## src/rtl/fifo_control_pkg.sv

```systemverilog
// rtl/fifo_control_pkg.sv - shared depth and width constants for the FIFO controller
package fifo_control_pkg;
    localparam int FIFO_MEM_DEPTH = 8;
    localparam int FIFO_PTR_SIZE  = $clog2(FIFO_MEM_DEPTH);
    localparam int FIFO_CNT_SIZE  = FIFO_PTR_SIZE + 1;
endpackage

```

## src/rtl/fifo_ptr_wrap.sv

```systemverilog
// rtl/fifo_ptr_wrap.sv - wrapping address pointer register for a DEPTH-word array
module fifo_ptr_wrap #(
    parameter int DEPTH = 8,
    parameter int W     = $clog2(DEPTH)
) (
    input  logic         clk,
    input  logic         rst_n,
    input  logic         en,
    output logic [W-1:0] ptr
);
    localparam logic [W-1:0] LAST = W'(DEPTH - 1);
    localparam logic [W-1:0] ONE  = W'(1);

    logic [W-1:0] ptr_q;
    logic [W-1:0] ptr_d;

    // Explicit wrap so non-power-of-two depths never index past the array
    always_comb begin
        ptr_d = ptr_q;
        if (en) begin
            ptr_d = (ptr_q == LAST) ? '0 : ptr_q + ONE;
        end
    end

    always_ff @(posedge clk or negedge rst_n) begin
        if (!rst_n) begin
            ptr_q <= '0;
        end else begin
            ptr_q <= ptr_d;
        end
    end

    assign ptr = ptr_q;
endmodule

```

## src/rtl/fifo_control.sv

```systemverilog
// rtl/fifo_control.sv - FIFO pointer/flag controller; FIFO_CTRL_STICKY_ERR_EN makes error flags sticky
module fifo_control
    import fifo_control_pkg::*;
#(
    parameter int MEM_DEPTH = FIFO_MEM_DEPTH,
    parameter int PTR_SIZE  = $clog2(MEM_DEPTH),
    parameter int CNT_SIZE  = PTR_SIZE + 1
) (
    input  logic                clk,
    input  logic                reset_L,
    input  logic                push,
    input  logic                pop,
    input  logic [CNT_SIZE-1:0] thr_almost_full,
    input  logic [CNT_SIZE-1:0] thr_almost_empty,
    output logic                wr_en,
    output logic                rd_en,
    output logic [PTR_SIZE-1:0] wr_ptr,
    output logic [PTR_SIZE-1:0] rd_ptr,
    output logic                full,
    output logic                empty,
    output logic                almost_full,
    output logic                almost_empty,
    output logic [CNT_SIZE-1:0] fifo_count,
    output logic                data_valid,
    output logic                overflow_err,
    output logic                underflow_err
);
    localparam logic [CNT_SIZE-1:0] DEPTH_C = CNT_SIZE'(MEM_DEPTH);

    logic [CNT_SIZE-1:0] cnt_q, cnt_d;
    logic full_q, empty_q, afull_q, aempty_q;
    logic dvalid_q, ovf_q, udf_q;
    logic ovf_d, udf_d;

    // Push while full is still accepted when a pop frees the slot in the same cycle
    assign rd_en = reset_L & pop & ~empty_q;
    assign wr_en = reset_L & push & (~full_q | pop);

    assign cnt_d = cnt_q + CNT_SIZE'(wr_en) - CNT_SIZE'(rd_en);
    assign ovf_d = push & full_q & ~pop;
    assign udf_d = pop & empty_q;

    fifo_ptr_wrap #(.DEPTH(MEM_DEPTH), .W(PTR_SIZE)) u_wr_ptr (
        .clk   (clk),
        .rst_n (reset_L),
        .en    (wr_en),
        .ptr   (wr_ptr)
    );

    fifo_ptr_wrap #(.DEPTH(MEM_DEPTH), .W(PTR_SIZE)) u_rd_ptr (
        .clk   (clk),
        .rst_n (reset_L),
        .en    (rd_en),
        .ptr   (rd_ptr)
    );

    always_ff @(posedge clk or negedge reset_L) begin
        if (!reset_L) begin
            cnt_q    <= '0;
            full_q   <= 1'b0;
            empty_q  <= 1'b1;
            afull_q  <= 1'b0;
            aempty_q <= 1'b1;
            dvalid_q <= 1'b0;
            ovf_q    <= 1'b0;
            udf_q    <= 1'b0;
        end else begin
            cnt_q    <= cnt_d;
            full_q   <= (cnt_d == DEPTH_C);
            empty_q  <= (cnt_d == '0);
            afull_q  <= (cnt_d >= thr_almost_full);
            aempty_q <= (cnt_d <= thr_almost_empty);
            dvalid_q <= rd_en;
`ifdef FIFO_CTRL_STICKY_ERR_EN
            ovf_q    <= ovf_q | ovf_d;
            udf_q    <= udf_q | udf_d;
`else
            ovf_q    <= ovf_d;
            udf_q    <= udf_d;
`endif
        end
    end

    assign fifo_count    = cnt_q;
    assign full          = full_q;
    assign empty         = empty_q;
    assign almost_full   = afull_q;
    assign almost_empty  = aempty_q;
    assign data_valid    = dvalid_q;
    assign overflow_err  = ovf_q;
    assign underflow_err = udf_q;
endmodule
```

## config.mk

```make
export PLATFORM = sky130hd
export DESIGN_NAME = fifo_control
export DESIGN_NICKNAME = d
export VERILOG_FILES = /design/src/rtl/fifo_control_pkg.sv /design/src/rtl/fifo_ptr_wrap.sv /design/src/rtl/fifo_control.sv
export SDC_FILE = /design/constraint.sdc
export NUM_CORES = 1
export LEC_CHECK = 0
export CORE_ASPECT_RATIO = 0.75
export CORE_MARGIN = 5
export CORE_UTILIZATION = 50
export CTS_BUF_LIST = sky130_fd_sc_hd__clkbuf_4
export DETAILED_ROUTE_END_ITERATION = 16
export DONT_BUFFER_PORTS = 1
export HOLD_SLACK_MARGIN = 0.02
export RECOVER_POWER = 50
export SETUP_SLACK_MARGIN = 0.05
export SLEW_MARGIN = 0
export SYNTH_ARGS = -nofsm -noshare
export SYNTH_HDL_FRONTEND = slang
export SYNTH_SLANG_ARGS = --single-unit
export TNS_END_PERCENT = 50
```

## constraint.sdc

```tcl
create_clock -name clk -period 4.25 [get_ports clk]
set_input_delay 0.85 -clock clk [delete_from_list [all_inputs] [get_ports clk]]
set_output_delay 0.85 -clock clk [all_outputs]
set_load 0.01 [all_outputs]
```

## Word level (Yosys, flattened, before mapping)

Cells that the tools add are included.

- Flip-flop bits (word level): 17
- Latch bits: 0
- RAM bits: 0
- Bits in read-only memories: 0
- Bits of input ports: 12
- Output and inout port bits: 19
- Word-level logic and storage cells: 33
- Memories: 0

- Add/subtract/negate cells: 4
- Multiply operators: 0
- Div/mod/pow operators: 0
- Magnitude comparators: 2
- Equality and inequality tests: 3
- Shift-type cells: 0
- Muxes and demuxes: 2
- Bitwise gates (word level): 11
- Reductions and logical operators: 1

Operator list:

| kind | number |
|---|---|
| 1-bit AND | 7 |
| 3-bit by 1-bit adder with 3-bit output (second input constant) | 2 |
| 3-bit equality test (second input constant) | 2 |
| 3-bit 2-to-1 mux | 2 |
| 4-bit by 1-bit adder with 4-bit output | 1 |
| 4-bit equality test (second input constant) | 1 |
| 4-bit >= comparator | 1 |
| 4-bit <= comparator | 1 |
| 4-bit zero test | 1 |
| 4-bit by 1-bit subtractor with 4-bit output | 1 |
| 1-bit NOT | 3 |
| 1-bit bitwise OR | 1 |

## Logic depth before layout (Yosys ltp)

- Depth in word-level cells: 6
- Mapped depth: 11
- Mapped depth without buffers: 11

## By module

From an unflattened synthesis, not the netlist that was laid out.

- Cells, all modules: 82
- Area total of the unflattened synthesis: 928.4 um^2

Modules (own cells, without submodules):

| module | times used | cells an instance | area each (um^2) | seq. area each (um^2) |
|---|---|---|---|---|
| fifo_control | 1 | 60 | 643.1 | 277.8 |
| fifo_ptr_wrap | 2 | 11 | 142.6 | 75.1 |

## Worst setup path after synthesis

No wires, ideal clock.

- Kind: input to register
- Start point: input pop
- End point: register afull_q, in the netlist almost_full
- Setup time: 0.126 ns
- Arrival: 3.156 ns
- Slack: 0.968 ns
- Cell stages on the path: 10
- Path buffers: 0
- Cells stage by stage: nand3b_1 -> inv_1 -> ha_1 -> inv_1 -> ha_1 -> fa_1 -> ha_1 -> a21o_1 -> maj3_2 -> maj3_2

- Elaborated cells on any way between the ends: 7

RTL lines:

| what | line | RTL |
|---|---|---|
| start, declared | fifo_control.sv:12 | `input logic pop,` |
| 1-bit AND (2 in a row) | fifo_control.sv:36 | `assign rd_en = reset_L & pop & ~empty_q;` |
| named net rd_en | fifo_control.sv:16 | `output logic rd_en,` |
| 4-bit by 1-bit subtractor with 4-bit output | fifo_control.sv:39 | `assign cnt_d = cnt_q + CNT_SIZE'(wr_en) - CNT_SIZE'(rd_en);` |
| named net cnt_d[1] | fifo_control.sv:30 | `logic [CNT_SIZE-1:0] cnt_q, cnt_d;` |
| 4-bit >= comparator | fifo_control.sv:71 | `afull_q <= (cnt_d >= thr_almost_full);` |
| end signal, assigned | fifo_control.sv:71 |  |
| end, declared | fifo_control.sv:31 | `logic full_q, empty_q, afull_q, aempty_q;` |

The timed path passes the listed nets, and every way through them passes these cells.
A chain may end at the register's enable or synchronous reset.

## Worst setup path after layout

- Start point: register empty_q, in the netlist empty
- End point: register afull_q, in the netlist almost_full

- Longest elaborated chain between the ends: 4

RTL lines:

| what | line | RTL |
|---|---|---|
| start, declared | fifo_control.sv:31 |  |
| start signal, assigned | fifo_control.sv:70 | `empty_q <= (cnt_d == '0);` |
| 1-bit NOT | fifo_control.sv:36 |  |
| 1-bit AND | fifo_control.sv:36 |  |
| named net rd_en | fifo_control.sv:16 |  |
| 4-bit by 1-bit subtractor with 4-bit output | fifo_control.sv:39 |  |
| named net cnt_d[1] | fifo_control.sv:30 |  |
| 4-bit >= comparator | fifo_control.sv:71 |  |

The timed path passes the listed nets, and every way through them passes these cells.

==> flow_summary.json <==
{
  "status": "complete, no violations",
  "min_period_ns": 3.28,
  "wl_per_cell_um": 15.3,
  "mostFrequentLayoutCells": "dfrtp_1, inv_1, ha_1",
  "diodes": 0,
  "power_frac_seq_pct": 37.5,
  "num_rows": 13,
  "grt_max_degree": 20,
  "pwr-share-clk_pct": 9.7,
  "ys_seq_area_share_pct": 46.1,
  "cts_setup_buffers": 0,
  "fin_crit_sh_pct": 77.1,
  "yosys.area.top_type": "dfrtp_1",
  "crit_path_frequent_cell": "ha_1",
  "critPathKind": "reg -> reg",
  "required_ns": 4.42,
  "drtIter0Drc": 2,
  "switching_share_pct": 42.0,
  "cpLargestDelayFamily": "adder cells",
  "tritoncts": "built",
  "dpl_cell_area_um2": 952,
  "syn2layout_area_growth_pct": 5.53,
  "cts_buffers": 3,
  "first_global_vias": 555,
  "arrival_ns": 3.45,
  "antenna_found_initial": 0,
  "critPathMaxStageDelay_ns": 0.60,
  "h-tree-depth": 1,
  "synth_cells": 76,
  "worstPathMaxFanout": 5,
  "hpwl_um": 1290,
  "p_sw_uw": 358,
  "power_density_nw_per_um2": 870,
  "maxCapViolCount": 0,
  "drc": 0,
  "fill_cells": 160,
  "cts_buffer_depth": 2,
  "die-area_um2": 2830,
  "rrSetupSlack_ns": 0.97,
  "synth_cell_types": 26,
  "leakagePower_nw": 0.506,
  "io_buffers": 0,
  "core_area_um2": 1760,
  "worstMarginPinSlew_ns": 0.462,
  "grt_pass1_wl_um": 2490,
  "rsz0062_at_grt": "false",
  "cp_slowest_cell": "fa_1",
  "cp.buffers_inverters": 2,
  "synth_nets": 102,
  "ff2ff_path_depth": 10,
  "crit_path_cell_trace": "nand3b_1 -> inv_1 -> ha_1 -> inv_1 -> ha_1 -> fa_1 -> ha_1 -> a21o_1 -> maj3_2 -> maj3_2",
  "overflow": 0,
  "viasPerCell": 5.30,
  "ir_drop_v": 0.000553,
  "pwr-share-comb_pct": 52.7,
  "cp-end-kind": "flip-flop",
  "start_kind": "flip-flop",
  "via_count": 535,
  "synth_warnings": 0,
  "max_slew_margin_pct": 69.0,
  "netlist_area_um2": 928,
  "slew_violations": 0,
  "instances_no_fill": 101,
  "start_util_pct": 52.8,
  "finalSetupViolCount": 0,
  "drive_above_1_share_pct": 19.0,
  "tns_ns": 0,
  "fin_skew_ns": 0.00337,
  "synth_top_area_share_pct": 40.4,
  "drt-pass1-iter-count": 2,
  "timing.rr.end": "almost_full",
  "synthTopCellsByArea": "dfrtp_1, ha_1, mux2_2",
  "syn_area_per_cell_um2": 12.2,
  "clk_pin_slew_ns": 0.10,
  "clk_latency_ns": 0.28,
  "cts_resized": 0,
  "grt_usage_pct": 12.6,
  "ys_seq_elements": 17,
  "finalHoldViolCount": 0,
  "reg2reg_from": "empty",
  "intPower_uw": 494,
  "io_pins": 31,
  "fin_nets": 106,
  "min_path_type": "in -> async",
  "placedCellCount": 97,
  "fmax_mhz": 305,
  "clock-sinks": 17,
  "clockRootBuffer": "clkbuf_4",
  "drtAntennaViolNets": 0,
  "drt_wl_total_um": 1550,
  "postCtsHoldBufs": 0,
  "layout_commonest_cell": "dfrtp_1",
  "fin_area_um2": 980,
  "die_x_um": 59.8,
  "die_y_um": 47.3,
  "place_congestion": 0.632
}
==> logic make-up (layout without fill, tap and decap cells) <==
logic type               after synthesis  in the layout  synth area share, %
multiplexers                           5              5                 6.06
XOR/XNOR                               4              4                 4.58
buffers and inverters                 15             18                 6.06
flip-flops                            17             17                 46.1
adder cells (fa/ha/maj)               17             17                 23.2
AO/OA/AOI/OAI                          7              7                 6.07
AND/OR/NAND/NOR                       11             11                 7.95
==> area by class of cell <==
type                       instances  area, µm²  share of cell area [%]
clock inverter                     1       5.00                   0.511
clock buffer                       3       22.5                    2.30
inverter                          14       52.6                    5.36
sequential                        17        428                    43.7
tap                               22       27.5                    2.81
multi-input combinational         44        444                    45.3
==> stage by stage <==
| step | worst slack [ns] | hold slack [ns] | utilization (%) | total power [mW] |
|---|---|---|---|---|
| CTS | 0.976 | 0.233 | 55.8 | 0.875 |
| floorplan | 0.968 | 0.554 | - | 0.685 |
| detailed placement | 0.746 | 0.555 | 54.2 | 0.788 |
| global placement | 0.783 | 0.555 | 54.2 | 0.761 |
| global route | 0.762 | 0.213 | 55.8 | 0.953 |
| finish | 0.973 | 0.246 | 55.8 | 0.852 |
==> cell usage after synthesis, drive strengths merged <==
master,count
a21o,3
a21oi,1
a22oi,1
a2bb2oi,1
and2,1
and3,1
clkbuf,1
dfrtp,15
dfstp,2
fa,1
ha,13
inv,14
maj3,3
mux2,5
nand2b,2
nand3b,1
nor2,2
nor2b,1
nor3,1
nor4,1
nor4b,1
o2111ai,1
xnor2,3
xor2,1
==> flip-flops by register name (all words and copies together), names as in the netlist <==
signal         cells
fifo_count         4
data_valid         1
u_rd_ptr.ptr       3
empty              1
underflow_err      1
overflow_err       1
almost_full        1
full               1
almost_empty       1
u_wr_ptr.ptr       3
==> layer usage <==
layer	share of wire (%)	wire length (µm)	GRT usage (%)
met1	43	662	15.3
met2	44	674	19.4
met3	13	199	6.87
met4	0.58	9	3.98
met5	0	0	0
==> power by group through the flow <==
stage               sequential, mW  combinational (mW)  clock, mW
global route                 0.331               0.525     0.0970
detailed placement           0.327               0.461          0
finish                       0.320               0.450     0.0831
floorplan                    0.308               0.377          0
CTS                          0.324               0.464     0.0873
global placement             0.324               0.437          0
==> worst max path at each step <==
| stage | startpoint | end | cells after the start |
|---|---|---|---|
| after floorplan | pop | almost_full | 10 |
| after global placement | pop | almost_full | 10 |
| after detailed placement | pop | almost_empty | 11 |
| after CTS | empty | almost_empty | 11 |
| after global routing | empty | almost_empty | 11 |
| final | empty | almost_full | 10 |
Note: power is estimated with default switching activity, not from simulation.
